<file path="src/rtl/multicycle_control_sequencer_if.sv">
`default_nettype none
// ============================================================================
// Module   : multicycle_control_sequencer_if
// Purpose  : Bundles the opcode / memory-ready inputs and every control strobe
//            exchanged between the multicycle control sequencer and the
//            datapath it drives.
// Modports : master - the sequencer (consumes opcode/mem_ready, drives controls)
//            slave  - the datapath side (drives opcode/mem_ready, sees controls)
// Signals  : opcode[3:0], mem_ready, jump, beq, bne, call, ret, mem_read,
//            mem_write, alu_src, reg_dst, mem_to_reg, reg_write, alu_op[1:0],
//            state[2:0], instr_done, halted, fault
// Revision : 1.0 - initial release
// ============================================================================
interface multicycle_control_sequencer_if;
  logic [3:0] opcode;
  logic       mem_ready;
  logic       jump;
  logic       beq;
  logic       bne;
  logic       call;
  logic       ret;
  logic       mem_read;
  logic       mem_write;
  logic       alu_src;
  logic       reg_dst;
  logic       mem_to_reg;
  logic       reg_write;
  logic [1:0] alu_op;
  logic [2:0] state;
  logic       instr_done;
  logic       halted;
  logic       fault;

  modport master (
    input  opcode, mem_ready,
    output jump, beq, bne, call, ret, mem_read, mem_write, alu_src, reg_dst,
           mem_to_reg, reg_write, alu_op, state, instr_done, halted, fault
  );

  modport slave (
    output opcode, mem_ready,
    input  jump, beq, bne, call, ret, mem_read, mem_write, alu_src, reg_dst,
           mem_to_reg, reg_write, alu_op, state, instr_done, halted, fault
  );
endinterface
`default_nettype wire

</file>
<file path="src/rtl/multicycle_control_sequencer.sv">
`default_nettype none
// ============================================================================
// Module   : multicycle_control_sequencer
// Purpose  : Multi-cycle control FSM feeding Datapath_Unit. Steps each
//            instruction through FETCH/DECODE/EXEC/MEM/WB, stalls in MEM on
//            mem_ready, and (optionally) tracks subroutine call depth.
// Ports    : clk   - system clock, rising edge
//            rst_n - asynchronous active-low reset
//            bus   - multicycle_control_sequencer_if.master (opcode/mem_ready
//                    in, all control strobes, state, instr_done, halted, fault)
// Params   : CALL_DEPTH - maximum outstanding CALL nesting (1..255)
// Macro    : CALL_DEPTH_CHECK_EN - when defined, builds the call-depth counter;
//            CALL beyond CALL_DEPTH or RET at depth 0 sets sticky fault and
//            halts. When undefined, fault is tied low and call/ret always issue.
// Revision : 1.0 - initial release
// ============================================================================
module multicycle_control_sequencer #(
  parameter int unsigned CALL_DEPTH = 8
) (
  input  logic                                 clk,
  input  logic                                 rst_n,
  multicycle_control_sequencer_if.master       bus
);

  typedef enum logic [2:0] {
    S_FETCH  = 3'd0,
    S_DECODE = 3'd1,
    S_EXEC   = 3'd2,
    S_MEM    = 3'd3,
    S_WB     = 3'd4,
    S_HALT   = 3'd5
  } state_t;

  localparam logic [3:0] c_op_halt = 4'h7;
  localparam logic [3:0] c_op_lw   = 4'h8;
  localparam logic [3:0] c_op_sw   = 4'h9;
  localparam logic [3:0] c_op_addi = 4'hA;
  localparam logic [3:0] c_op_beq  = 4'hB;
  localparam logic [3:0] c_op_bne  = 4'hC;
  localparam logic [3:0] c_op_jmp  = 4'hD;
  localparam logic [3:0] c_op_call = 4'hE;
  localparam logic [3:0] c_op_ret  = 4'hF;

  // Out-of-range depth is a configuration error caught at elaboration.
  if (CALL_DEPTH < 1 || CALL_DEPTH > 255) begin : g_call_depth_range_err
    $error("CALL_DEPTH must be in 1..255");
  end

  state_t     r_state;
  state_t     w_next_state;
  logic [3:0] r_ir_op;

  // Instruction class decode, always from the latched opcode.
  logic w_is_rtype;
  logic w_is_lw;
  logic w_is_sw;
  logic w_is_addi;
  logic w_is_beq;
  logic w_is_bne;
  logic w_is_jmp;
  logic w_is_call;
  logic w_is_ret;
  logic w_is_halt;
  logic w_is_ctrl;

  assign w_is_rtype = (r_ir_op < c_op_halt);
  assign w_is_halt  = (r_ir_op == c_op_halt);
  assign w_is_lw    = (r_ir_op == c_op_lw);
  assign w_is_sw    = (r_ir_op == c_op_sw);
  assign w_is_addi  = (r_ir_op == c_op_addi);
  assign w_is_beq   = (r_ir_op == c_op_beq);
  assign w_is_bne   = (r_ir_op == c_op_bne);
  assign w_is_jmp   = (r_ir_op == c_op_jmp);
  assign w_is_call  = (r_ir_op == c_op_call);
  assign w_is_ret   = (r_ir_op == c_op_ret);
  assign w_is_ctrl  = w_is_beq | w_is_bne | w_is_jmp | w_is_call | w_is_ret;

  // High in EXEC when a CALL/RET would violate the nesting bound.
  logic w_trip;

`ifdef CALL_DEPTH_CHECK_EN
  localparam logic [7:0] c_call_depth = 8'(CALL_DEPTH);

  logic [7:0] r_depth;
  logic       r_fault;

  assign w_trip = (r_state == S_EXEC) &&
                  ((w_is_call && (r_depth == c_call_depth)) ||
                   (w_is_ret  && (r_depth == 8'd0)));

  // Depth saturates at both ends; a tripped CALL/RET leaves it untouched.
  always_ff @(posedge clk or negedge rst_n) begin
    if (!rst_n) begin
      r_depth <= 8'd0;
      r_fault <= 1'b0;
    end else if (r_state == S_EXEC) begin
      if (w_trip) begin
        r_fault <= 1'b1;
      end else if (w_is_call && (r_depth != 8'hFF)) begin
        r_depth <= r_depth + 8'd1;
      end else if (w_is_ret && (r_depth != 8'd0)) begin
        r_depth <= r_depth - 8'd1;
      end
    end
  end

  assign bus.fault = r_fault;
`else
  assign w_trip    = 1'b0;
  assign bus.fault = 1'b0;
`endif

  // State register and instruction latch.
  always_ff @(posedge clk or negedge rst_n) begin
    if (!rst_n) begin
      r_state <= S_FETCH;
      r_ir_op <= 4'h0;
    end else begin
      r_state <= w_next_state;
      if (r_state == S_FETCH) begin
        r_ir_op <= bus.opcode;
      end
    end
  end

  // Next-state logic.
  always_comb begin
    w_next_state = r_state;
    case (r_state)
      S_FETCH:  w_next_state = S_DECODE;
      S_DECODE: w_next_state = w_is_halt ? S_HALT : S_EXEC;
      S_EXEC: begin
        if (w_is_lw || w_is_sw) begin
          w_next_state = S_MEM;
        end else if (w_is_ctrl) begin
          w_next_state = w_trip ? S_HALT : S_FETCH;
        end else begin
          w_next_state = S_WB;
        end
      end
      S_MEM: begin
        if (bus.mem_ready) begin
          w_next_state = w_is_lw ? S_WB : S_FETCH;
        end
      end
      S_WB:     w_next_state = S_FETCH;
      S_HALT:   w_next_state = S_HALT;
      default:  w_next_state = S_FETCH;
    endcase
  end

  // Control outputs. Everything derives from state and ir_op, except the
  // SW completion flag, which must mark the exact MEM cycle that mem_ready
  // ends and therefore is gated by it.
  logic       w_jump;
  logic       w_beq;
  logic       w_bne;
  logic       w_call;
  logic       w_ret;
  logic       w_mem_read;
  logic       w_mem_write;
  logic       w_alu_src;
  logic       w_reg_dst;
  logic       w_mem_to_reg;
  logic       w_reg_write;
  logic [1:0] w_alu_op;
  logic       w_instr_done;
  logic [1:0] w_alu_cls;

  always_comb begin
    w_jump       = 1'b0;
    w_beq        = 1'b0;
    w_bne        = 1'b0;
    w_call       = 1'b0;
    w_ret        = 1'b0;
    w_mem_read   = 1'b0;
    w_mem_write  = 1'b0;
    w_alu_src    = 1'b0;
    w_reg_dst    = 1'b0;
    w_mem_to_reg = 1'b0;
    w_reg_write  = 1'b0;
    w_alu_op     = 2'b00;
    w_instr_done = 1'b0;

    if (w_is_rtype) begin
      w_alu_cls = 2'b10;
    end else if (w_is_beq || w_is_bne) begin
      w_alu_cls = 2'b01;
    end else begin
      w_alu_cls = 2'b00;
    end

    case (r_state)
      S_EXEC: begin
        w_alu_op     = w_alu_cls;
        w_alu_src    = w_is_lw | w_is_sw | w_is_addi;
        w_beq        = w_is_beq;
        w_bne        = w_is_bne;
        w_jump       = w_is_jmp;
        w_call       = w_is_call & ~w_trip;
        w_ret        = w_is_ret  & ~w_trip;
        w_instr_done = w_is_ctrl & ~w_trip;
      end
      S_MEM: begin
        w_alu_op     = w_alu_cls;
        w_alu_src    = w_is_lw | w_is_sw | w_is_addi;
        w_mem_read   = w_is_lw;
        w_mem_write  = w_is_sw;
        w_instr_done = w_is_sw & bus.mem_ready;
      end
      S_WB: begin
        w_alu_op     = w_alu_cls;
        w_alu_src    = w_is_lw | w_is_sw | w_is_addi;
        w_reg_write  = 1'b1;
        w_reg_dst    = w_is_rtype;
        w_mem_to_reg = w_is_lw;
        w_mem_read   = w_is_lw;
        w_instr_done = 1'b1;
      end
      default: begin
      end
    endcase
  end

  assign bus.jump       = w_jump;
  assign bus.beq        = w_beq;
  assign bus.bne        = w_bne;
  assign bus.call       = w_call;
  assign bus.ret        = w_ret;
  assign bus.mem_read   = w_mem_read;
  assign bus.mem_write  = w_mem_write;
  assign bus.alu_src    = w_alu_src;
  assign bus.reg_dst    = w_reg_dst;
  assign bus.mem_to_reg = w_mem_to_reg;
  assign bus.reg_write  = w_reg_write;
  assign bus.alu_op     = w_alu_op;
  assign bus.state      = r_state;
  assign bus.instr_done = w_instr_done;
  assign bus.halted     = (r_state == S_HALT);

endmodule
`default_nettype wire
</file>
<file path="src/flat_wrapper.sv">
// flat-port wrapper written by rule: the top's interface ports become plain ports
module multicycle_control_sequencer_flat 
#(
  parameter int unsigned CALL_DEPTH = 8
)
  (clk, rst_n, bus_opcode, bus_mem_ready, bus_jump, bus_beq, bus_bne, bus_call, bus_ret, bus_mem_read, bus_mem_write, bus_alu_src, bus_reg_dst, bus_mem_to_reg, bus_reg_write, bus_alu_op, bus_state, bus_instr_done, bus_halted, bus_fault);
  multicycle_control_sequencer_if bus_i ();
  input  logic clk;
  input  logic rst_n;
  input wire logic [$bits(bus_i.opcode)-1:0] bus_opcode;
  input wire logic [$bits(bus_i.mem_ready)-1:0] bus_mem_ready;
  output wire logic [$bits(bus_i.jump)-1:0] bus_jump;
  output wire logic [$bits(bus_i.beq)-1:0] bus_beq;
  output wire logic [$bits(bus_i.bne)-1:0] bus_bne;
  output wire logic [$bits(bus_i.call)-1:0] bus_call;
  output wire logic [$bits(bus_i.ret)-1:0] bus_ret;
  output wire logic [$bits(bus_i.mem_read)-1:0] bus_mem_read;
  output wire logic [$bits(bus_i.mem_write)-1:0] bus_mem_write;
  output wire logic [$bits(bus_i.alu_src)-1:0] bus_alu_src;
  output wire logic [$bits(bus_i.reg_dst)-1:0] bus_reg_dst;
  output wire logic [$bits(bus_i.mem_to_reg)-1:0] bus_mem_to_reg;
  output wire logic [$bits(bus_i.reg_write)-1:0] bus_reg_write;
  output wire logic [$bits(bus_i.alu_op)-1:0] bus_alu_op;
  output wire logic [$bits(bus_i.state)-1:0] bus_state;
  output wire logic [$bits(bus_i.instr_done)-1:0] bus_instr_done;
  output wire logic [$bits(bus_i.halted)-1:0] bus_halted;
  output wire logic [$bits(bus_i.fault)-1:0] bus_fault;
  assign bus_i.opcode = bus_opcode;
  assign bus_i.mem_ready = bus_mem_ready;
  assign bus_jump = bus_i.jump;
  assign bus_beq = bus_i.beq;
  assign bus_bne = bus_i.bne;
  assign bus_call = bus_i.call;
  assign bus_ret = bus_i.ret;
  assign bus_mem_read = bus_i.mem_read;
  assign bus_mem_write = bus_i.mem_write;
  assign bus_alu_src = bus_i.alu_src;
  assign bus_reg_dst = bus_i.reg_dst;
  assign bus_mem_to_reg = bus_i.mem_to_reg;
  assign bus_reg_write = bus_i.reg_write;
  assign bus_alu_op = bus_i.alu_op;
  assign bus_state = bus_i.state;
  assign bus_instr_done = bus_i.instr_done;
  assign bus_halted = bus_i.halted;
  assign bus_fault = bus_i.fault;
  multicycle_control_sequencer #(.CALL_DEPTH(CALL_DEPTH)) u_core (.clk(clk), .rst_n(rst_n), .bus(bus_i));
endmodule
</file>
<file path="config.mk">
export PLATFORM = sky130hd
export DESIGN_NAME = multicycle_control_sequencer_flat
export DESIGN_NICKNAME = d
export VERILOG_FILES = /design/src/rtl/multicycle_control_sequencer_if.sv /design/src/rtl/multicycle_control_sequencer.sv /design/src/flat_wrapper.sv
export SDC_FILE = /design/constraint.sdc
export NUM_CORES = 1
export LEC_CHECK = 0
export ABC_AREA = 1
export CORE_MARGIN = 5
export CORE_UTILIZATION = 42
export CTS_CLUSTER_DIAMETER = 150
export CTS_CLUSTER_SIZE = 40
export DETAILED_ROUTE_END_ITERATION = 8
export GPL_TIMING_DRIVEN = 0
export HOLD_SLACK_MARGIN = 0.1
export MAX_ROUTING_LAYER = met4
export PLACE_DENSITY = 0.81
export SETUP_SLACK_MARGIN = 0.05
export SLEW_MARGIN = 20
export SYNTH_ARGS = -nofsm -noshare
export SYNTH_HDL_FRONTEND = slang
export SYNTH_SLANG_ARGS = --single-unit
</file>
<file path="constraint.sdc">
create_clock -name clk -period 2.89 [get_ports clk]
set_input_delay 0.578 -clock clk [delete_from_list [all_inputs] [get_ports clk]]
set_output_delay 0.578 -clock clk [all_outputs]
set_load 0.01 [all_outputs]
</file>
# [Word level (Yosys, flattened, before mapping)]
# Cells that the tools add are included.
[word_totals] register_bits=7 latchBits=0 mem_bits_rw=0 romBits=0 output_inout_bits=19 mem_count=0
[op_classes] add_sub_neg=0 mul=0 div=0 order_cmp=1 n_eq_ne=15 n_shift=0 muxes=21 n_bitwise=7 reduce_logical=5
[op_table] cell="4-bit equality test (second input constant)" count=8
[op_table] cell="3-bit two-way mux" count=5
[op_table] cell="3-bit one-hot mux with 5 select lines" count=1
[op_table] cell="1-bit two-way mux" count=12
[op_table] cell="3-bit by 2-bit equality test with 1-bit output (second input constant)" count=2
[op_table] cell="3-bit equality test (second input constant)" count=2
[op_table] cell="1-bit bitwise OR" count=6
[op_table] cell="4-bit by 3-bit equality test with 1-bit output (second input constant)" count=1
[op_table] cell="4-bit by 3-bit less-than comparator with 1-bit output (second input constant)" count=1
[op_table] cell="2-bit two-way mux" count=2
[op_table] cell="3-bit by 1-bit equality test with 1-bit output (second input constant)" count=1
[op_table] cell="3-bit logical NOT" count=1
[op_table] cell="1-bit one-hot mux with 3 select lines" count=1
[op_table] cell="3-bit OR reduction" count=1
[op_table] cell="1-bit logical OR" count=2
[op_table] cell="2-bit != test (second input constant)" count=1
[op_table] cell="2-bit OR reduction" count=1
[op_table] cell="1-bit bitwise AND" count=1

# [Longest topological paths before layout]
# Gate-level depths: netlist (run 1).
[logic_depth] ltp_word=8 mapped_depth=7

# [Worst setup path before layout (run 1)]
# Ideal clock, no wire load.
[synth_path] path_type="register to output" from="register u_core.r_state[2], in the netlist u_core.bus.state[2]" to="output port bus_instr_done" t_arrival_ns=1.100 path_slack_ns=1.212 path_stages_with_launch=6 n_path_buf=0 cell_sequence="dfrtp_1 -> inv_2 -> nand2_1 -> nor2_2 -> inv_2 -> o21ai_0"
[synth_between] elab_chain_cells=2 elab_cells_between_ends=4 cone_classes="eq/ne: 3; mux: 1"
[synth_rtl] element="from (decl)" line_no="multicycle_control_sequencer.sv:49" source="state_t r_state;"
[synth_rtl] element="from (signal assigned)" line_no="multicycle_control_sequencer.sv:119" source="r_state <= w_next_state;"
[synth_rtl] element="3-bit equality test / 3-bit by 2-bit equality test with 1-bit output (equally long branches)" line_no="multicycle_control_sequencer.sv:193" source="case (r_state)"
[synth_rtl] element="1-bit one-hot mux with 3 select lines (*)" line_no="multicycle_control_sequencer.sv:193"
[synth_rtl] element="to (decl)" line_no="flat_wrapper.sv:25" source="output wire logic [$bits(bus_i.instr_done)-1:0] bus_instr_done;"
# Mark *: on every way between the ends. The rest lies on a longest branch, timed or not.

# [Final worst setup path (run 1)]
[layout_path] from="register u_core.r_state[1], in the netlist u_core.bus.state[1]" to="output port bus_alu_src"
[layout_between] elab_chain_cells=3 elab_cells_between_ends=5 cone_classes="eq/ne: 3; mux: 1; reduce/logical: 1"
[layout_rtl] element="3-bit by 2-bit equality test with 1-bit output / 3-bit equality test (equally long branches)" line_no="multicycle_control_sequencer.sv:193"
[layout_rtl] element="3-bit OR reduction (no line) (*)"
[layout_rtl] element="1-bit two-way mux (*)"
[layout_rtl] element="to (decl)" line_no="flat_wrapper.sv:19" source="output wire logic [$bits(bus_i.alu_src)-1:0] bus_alu_src;"
# Marked as above.

==> run metrics, run 1 <==
Worst Setup End Kind primary output; DP Worst Slack between 0.4 and 0.5 ns; #FFs+latches synth 7; drt pass-1 iters 4; # rows 13; share of the synthesized area in the top cell type 0.311; vias per cell between 4 and 5; Netlist cell types 22; Hold Buf Count CTS 0; Die Y about 47 um; cell chain of the critical path nor2_1 -> nand2_2 -> inv_2 -> a21oi_1 -> nor3_2 -> clkdlybuf4s50_1; launch point of the worst reg-to-reg path u_core.r_ir_op[3]; # fillers roughly 120; Power per Cell Area about 900 nW/um2; critical path fanouts, max 7; Num CTS Buffers 3; most common cell after layout, fill and taps aside clkdlybuf4s50_1; final wirelength around 1400 um; Mapped Cells 85; Die Footprint between 2000 and 2500 um2; Reg clk slew, reported paths 0.05 ns; # diodes 0; first-pass GRT wire length about 2300 um; R2R cell count 7; Yosys warning count 0; die width between 40 and 50 um; gpl congestion just under 0.8; Nets around 120; Adder-Cell Fraction of Synth Area 0; CTS sink cnt 7; commonest cells after routing, fill and taps aside clkdlybuf4s50_1 (24), nor2_1 (15), inv_1 (13); CTS tree built; hold crit path type in -> async; Mapped Area between 500 and 600 um2; GRT Total Usage 0.156; mux cell area share after synthesis 0; Power, Total around 0.76 mW; Starting Density 0.438; # IOs 26; crit path DAT around 1.9 ns; # H-tree levels 1; XOR/XNOR Fraction of Synth Area 0; clock root buffer clkbuf_4; Port Buffers 24; simple-gate share of the synthesized area 0.433; DR DRC count 0; Iter 0 DRT Violations 10; Post CTS Setup Buffer Count 0; Post-CTS Resized 0; post-route ant nets 0; layout cells sized above 1 0.186; Slowest-stage cell, CP clkdlybuf4s50_1; worst hold slack roughly 0.59 ns; slowest cell delay on critical path 0.56 ns; maximum operating frequency about 0.4 GHz; r2r endpoint u_core.bus.state[2]; Tcrit/Tclk final 0.848; Avg Cell Area, Syn ~6.6 um2; crit path time final between 2 and 2.5 ns; RSZ-0062 raised after global routing no; R2R setup slack approximately 1.7 ns; GRT Residual Overflow 0; Seq/Total Area, Yosys 0.311; Layout area overhead 50.7%; Max IR drop VDD ~0.00045 V; worst setup path start u_core.bus.state[1]; Net Count, Synth between 90 and 100; Critical Path RT approximately 2.3 ns; final setup fails 0; CP Class reg -> out; CP Capture Point bus_alu_src; pin count of the biggest net entering global routing 10; core area about 1300 um2; CTS Buffer Depth 2; DR vias between 600 and 700; Worst-Skew Late Latency approximately 0.25 ns; Slew Limit Fails 0; Layout Skew 0.00439 ns; largest cells by area after synthesis dfrtp_1 (31%), nor2_1 (10%), inv_1 (8.7%); DPL Wire Length between 1000 and 1500 um; Max-cap violations 0; final hold viol count 0; Pleak about 0.4 nW; final setup margin roughly 0.44 ns; antenna violations before repair 0; Synth area leader dfrtp_1; setup TNS 0 ns; compound-cell area share of the yosys netlist 0.109; Worst Setup Start Kind flop; routed wire length per instance between 10 and 15 um; status finished, final reports clean; main combinational cell family by area after synthesis simple AND/OR/NAND/NOR gates; vias in the first global route 582
-- Yosys cell counts --
master and instances:
nand4_1 2, a21oi_1 6, nand3_1 3, clkinv_1 1, conb_1 1, nor3_1 2
nand2_1 11, nor4_2 1, nor3_2 2, nand3_2 1, a22o_1 1, o211ai_1 1
nor4_1 1, nor2_2 1, o21ai_0 3, nand2_2 5, inv_1 13, nor2_1 15
buf_4 1, dfrtp_1 7, inv_2 5, nor2_4 2
-- metal layers --
layer / track usage / wire [um] / vias up
met2: 0.266 / 697 / 16
li1: - / - / 322
met3: 0.0117 / 80 / 4
met4: 0.0994 / 27 / 0
met5: - / 0 / -
met1: 0.173 / 588 / 272
-- layout make-up --
cell class              count  area, um2  share of cell area
multi-input cells          58        309               0.364
plain buffers               1       7.51             0.00885
repair buffers             24        240               0.283
well taps                  15       18.8              0.0221
flip-flops and latches      7        175               0.206
inverters                  19       71.3              0.0841
clock buffers               4       26.3              0.0310
-- worst min-delay path by stage --
stage	depth (start not counted)	to	startpoint
after detailed placement	2	u_core.r_ir_op[2]	u_core.r_ir_op[2]
after global routing	1	u_core.r_ir_op[2]	rst_n
after CTS	1	u_core.r_ir_op[2]	rst_n
final	1	u_core.r_ir_op[2]	rst_n
after global placement	2	u_core.r_ir_op[2]	u_core.r_ir_op[2]
after floorplan	0	u_core.bus.state[0]	rst_n
-- metrics by stage --
stage	instances	cell area [um2]	util
floorplan	85	563	-
global placement	124	822	0.640
detailed placement	124	822	0.640
CTS	128	848	0.660
global route	128	848	0.660
finish	128	848	0.660
-- power breakdown --
part,internal (mW),switching [mW]
registers,0.145,0.0649
logic,0.185,0.280
clock network,0.0525,0.0333
-- flip-flops by register name, summed over array words and instances (netlist names) --
name              flops
u_core.r_ir_op        4
u_core.bus.state      3
-- worst max-delay path, delay by kind of cell, from the launching register on --
family          cells  cell delay (ns)
buf+inv             2             0.64
simple gates        3             0.47
compound gates      1             0.06
flops               1             0.45
-- kinds of logic (layout without fill, tap and decap cells) --
family | Yosys count | count (layout)
buffers and inverters | 20 | 48
AND/OR/NAND/NOR | 46 | 46
other | 1 | 1
flip-flops | 7 | 7
AO/OA/AOI/OAI | 11 | 11
Power figures use the tool's default switching activity.
==> inputs of run 2 (changes only) <==
CORE_UTILIZATION = 39   (was 42)
PLACE_DENSITY = 0.76   (was 0.81)
clock period = 2.5 ns   (was 2.89 ns; I/O delays follow)
==> run metrics, run 2 (synthesis gave the netlist of run 1 again) <==
crit path DAT 1.81 ns (-0.06 ns); Worst Setup End Kind primary output; maximum operating frequency roughly 0.43 GHz; Largest register FFs 4 (unchanged); most common cell after layout, fill and taps aside clkdlybuf4s50_1; commonest cells after routing, fill and taps aside clkdlybuf4s50_1 (22), nor2_1 (14), inv_1 (13); GRT Total Usage 0.142 (-0.0143); CTS Buffer Depth 2 (unchanged); gpl congestion 0.794 (+0.19%); Power, Total 0.875 mW (+15%); CP Class reg -> out; final setup fails 0 (unchanged); Die Y 48.0 um (+3.0%); Power per Cell Area 1020 nW/um2 (+14%); vias per cell 4.78 (-0.33%); Layout Skew 0.00605 ns (+0.00166 ns); first-pass GRT wire length 2270 um (-2.9%); Hold Buf Count CTS 0 (unchanged); layout cells sized above 1 0.195 (+0.00885); # rows 13 (unchanged); Worst-Skew Late Latency 0.24 ns (about the same); Nets 121 (unchanged); final instance area 856 um2 (+0.88%); setup TNS 0 ns (unchanged); # fillers 118 (-4.8%); die width 48.0 um (+3.0%); most used cell, CP inv_2; crit path time final 2.31 ns; pin count of the biggest net entering global routing 10 (unchanged); Slew Limit Fails 0 (unchanged); hold crit path type in -> async; Die Footprint 2300 um2 (+6.0%); Critical Path RT 2.00 ns (-0.31 ns); post-route ant nets 0 (unchanged); placed cell area 822 um2 (unchanged); Reg clk slew, reported paths 0.05 ns (about the same); Num CTS Buffers 3 (unchanged); final hold viol count 0 (unchanged); CTS sink cnt 7 (unchanged); Port Buffers 24 (unchanged); # H-tree levels 1 (unchanged); slowest cell delay on critical path 0.56 ns (about the same); Tcrit/Tclk final 0.926; vias in the first global route 571 (-1.9%); # diodes 0 (unchanged); status finished, final reports clean; FF/Latch Area 175 um2 (unchanged); Iter 0 DRT Violations 10 (unchanged); CTS tree built; GRT Residual Overflow 0 (unchanged); most flop-heavy register u_core.r_ir_op; drt pass-1 iters 4 (unchanged); Worst Setup Start Kind flop; final wirelength 1370 um (-1.7%); Layout area overhead 52.0%; DR DRC count 0 (unchanged); DR vias 612 (-0.33%); Starting Density 0.422 (-0.0160); worst hold slack 0.514 ns (-0.0720 ns); CP delay by family, top buffers and inverters; core area 1330 um2 (+3.8%); # IOs 26 (unchanged); Max IR drop VDD 0.000505 V (+13%); routed wire length per instance 10.7 um (-1.7%); DPL Wire Length 1210 um (+0.16%); antenna violations before repair 0 (unchanged); Multi-input gate area 312 um2 (+0.81%); critical path fanouts, max 5 (-2); Max-cap violations 0 (unchanged); Pleak 0.437 nW (+8.9%); cell chain of the critical path inv_2 -> nand3_2 -> inv_2 -> nand2_2 -> nand2_1 -> nor2_1 -> o21ai_0 -> clkdlybuf4s50_1; worst path bufs/invs 3 (+1); Slowest-stage cell, CP clkdlybuf4s50_1; RSZ-0062 raised after global routing yes; clock root buffer clkbuf_4
run 2: changes by cell type in the layout (fill, tap and decap cells not counted), sizes merged:
cell,previous run,this run
dlymetal6s2s,0,2
clkdlybuf4s50,24,22
run 2: path summary, 6_finish.rpt:
kind                                     start                   to  slack, ns  cells past startpoint
max                        u_core.bus.state[2]       bus_instr_done       0.19                      8
min                                      rst_n    u_core.r_ir_op[3]       0.51                      1
max reg2reg                u_core.bus.state[2]  u_core.bus.state[2]       1.36                      7
min reg2reg                  u_core.r_ir_op[2]    u_core.r_ir_op[2]       0.61                      2
max in group asynchronous                rst_n    u_core.r_ir_op[1]       1.75                      1
min in group clk             u_core.r_ir_op[2]    u_core.r_ir_op[2]       0.61                      2
run 2: final cells by class:
| cell class | instances | share of cell area |
|---|---|---|
| Sequential cell | 7 | 0.205 |
| Timing Repair Buffer | 24 | 0.287 |
| Multi-Input combinational cell | 58 | 0.364 |
| Tap cell | 15 | 0.0219 |
| Inverter | 19 | 0.0833 |
| Buffer | 1 | 0.00877 |
| Clock buffer | 4 | 0.0307 |
run 2: per-stage QoR:
| step | worst slack (ns) | std cells | utilization |
|---|---|---|---|
| finish | 0.186 | 128 | 0.642 |
| CTS | 0.145 | 128 | 0.636 |
| global placement | 0.197 | 124 | 0.616 |
| detailed placement | 0.213 | 124 | 0.616 |
| floorplan | 0.900 | 85 | - |
| global route | 0.0348 | 128 | 0.642 |
run 2: power breakdown:
| group | internal [mW] | total (mW) | switching, mW |
|---|---|---|---|
| Sequential | 0.167 | 0.240 | 0.0734 |
| Clock | 0.0605 | 0.0964 | 0.0359 |
| Combinational | 0.213 | 0.538 | 0.325 |
| Total | 0.441 | 0.875 | 0.434 |
run 2: per-layer routing:
layer	part of all wire	up-vias	wire length, um	GRT usage
met5	0	-	0	-
met4	0	0	0	0.0484
met3	0.082	0	112	0.0150
met2	0.50	20	685	0.266
met1	0.42	270	572	0.151
li1	-	322	-	-
run 2: timing repair:
item / CTS / global route
buffers inserted: 0 / 0
gates resized for setup: 0 / 3
setup endpoints to repair: 0 / 3
==> inputs of run 3 (changes only) <==
PLACE_DENSITY = 0.74   (was 0.76)
RECOVER_POWER = 50   (was unset)
==> run metrics, run 3 (synthesis gave the netlist of run 1 again) <==
GRT Residual Overflow 0 (unchanged); Post-CTS Resized 0 (unchanged); hold crit path type in -> async; switching pwr 0.439 mW (+1.1%); switching portion of total power 0.501 (+0.00549); # IOs 26 (unchanged); final setup margin 0.172 ns (-0.0138 ns); Post CTS Setup Buffer Count 0 (unchanged); Starting Density 0.422 (unchanged); Layout area overhead 50.7%; final wirelength 1450 um (+5.8%); maximum operating frequency 0.430 GHz (-0.59%); Worst Setup Start Kind flop; Worst Setup End Kind primary output; Internal 0.436 mW (-1.1%); # H-tree levels 1 (unchanged); # fillers 137 (+16%); cell chain of the critical path inv_2 -> nand3_2 -> inv_2 -> nand2_2 -> nand2_1 -> nor2_1 -> o21ai_0 -> clkdlybuf4s50_1; status finished, final reports clean; Pleak 0.405 nW (-7.3%); routed wire length per instance 11.3 um (+5.8%); drt pass-1 iters 4 (unchanged); DR vias 625 (+2.1%); vias in the first global route 551 (-3.5%); most flop-heavy register u_core.r_ir_op; crit path DAT 1.83 ns (+0.02 ns); Max IR drop VDD 0.000640 V (+27%); layout cells sized above 1 0.186 (-0.00885); most common cell after layout, fill and taps aside clkdlybuf4s50_1; critical path fanouts, max 5 (unchanged); DR DRC count 0 (unchanged); Die Y 48.0 um (unchanged); # rows 13 (unchanged); Iter 0 DRT Violations 8 (-2); commonest cells after routing, fill and taps aside clkdlybuf4s50_1 (21), nor2_1 (14), inv_1 (13); crit path time final 2.33 ns (+0.0138 ns); Port Buffers 24 (unchanged); Nets 121 (unchanged); CTS sink cnt 7 (unchanged); pin count of the biggest net entering global routing 10 (unchanged); Slowest-stage cell, CP clkdlybuf4s50_1; Largest register FFs 4 (unchanged); CTS Buffer Depth 2 (unchanged); first-pass GRT wire length 2240 um (-1.2%); # diodes 0 (unchanged); Reg clk slew, reported paths 0.05 ns (about the same); post-route ant nets 0 (unchanged); vias per cell 4.88 (+2.1%); Critical Path RT 2.00 ns (about the same); FF/Latch Area 175 um2 (unchanged); Die Footprint 2300 um2 (unchanged); Worst-Skew Late Latency 0.25 ns (about the same); Multi-input gate area 309 um2 (-0.80%); CP Class reg -> out; Slew Limit Fails 0 (unchanged); DPL Wire Length 1220 um (+0.74%); Seq pwr share 0.276 (about the same); final hold viol count 0 (unchanged); worst path bufs/invs 3 (unchanged); clock root buffer clkbuf_4; GRT Total Usage 0.145 (+0.00314); setup TNS 0 ns (unchanged); CTS tree built; core area 1330 um2 (unchanged); gpl congestion 0.794 (unchanged); clock power share 0.114 (+0.004); final setup fails 0 (unchanged); Num CTS Buffers 3 (unchanged); die width 48.0 um (unchanged); antenna violations before repair 0 (unchanged); Tcrit/Tclk final 0.931 (+0.00552); Layout Skew 0.00374 ns (-0.00231 ns); RSZ-0062 raised after global routing no; Power per Cell Area 1030 nW/um2 (+0.91%); Comb pwr share 0.610 (-0.005); DP Worst Slack 0.214 ns (+0.000813 ns); Max-cap violations 0 (unchanged); slowest cell delay on critical path 0.56 ns (about the same); CP delay by family, top buffers and inverters; most used cell, CP inv_2; Hold Buf Count CTS 0 (unchanged)
run 3: final cells by class:
type                       instances  share of cell area
tap                               15              0.0221
clock buffer                       4              0.0310
buffer                             1             0.00885
multi-input combinational         58               0.364
inverter                          19              0.0841
timing repair buffer              24               0.283
sequential                         7               0.206
run 3: per-layer routing:
metal	track usage	vias to the layer above	part of all wire
met5	-	-	0
li1	-	317	-
met4	0.0806	0	0.014
met2	0.248	20	0.48
met3	0.0226	4	0.083
met1	0.158	284	0.42
run 3: path summary, 6_finish.rpt:
kind / slack, ns / cells after the start / from / to
max in group asynchronous: 1.67 / 1 / rst_n / u_core.bus.state[2]
worst max-delay path: 0.17 / 8 / u_core.bus.state[2] / bus_instr_done
worst min-delay path: 0.59 / 1 / rst_n / u_core.r_ir_op[2]
worst max register to register: 1.32 / 5 / u_core.bus.state[1] / u_core.bus.state[0]
worst min register to register: 0.60 / 2 / u_core.r_ir_op[2] / u_core.r_ir_op[2]
min in group clk: 0.60 / 2 / u_core.r_ir_op[2] / u_core.r_ir_op[2]
run 3: power by group through the flow:
stage	Clock, mW	Sequential (mW)	Combinational [mW]
2_1_floorplan	0	0.237	0.346
3_3_place_gp	0	0.236	0.534
3_5_place_dp	0	0.238	0.545
4_1_cts	0.104	0.236	0.546
5_1_grt	0.114	0.251	0.598
6_report	0.100	0.241	0.534
run 3: per-stage QoR:
| stage | hold WS (ns) | std cells | instance area (um2) | total power, mW | util |
|---|---|---|---|---|---|
| floorplan | 0.204 | 85 | 563 | 0.584 | - |
| global placement | 0.592 | 124 | 822 | 0.770 | 0.616 |
| detailed placement | 0.604 | 124 | 822 | 0.783 | 0.616 |
| CTS | 0.523 | 128 | 848 | 0.887 | 0.636 |
| global route | 0.596 | 128 | 848 | 0.963 | 0.636 |
| finish | 0.585 | 128 | 848 | 0.875 | 0.636 |
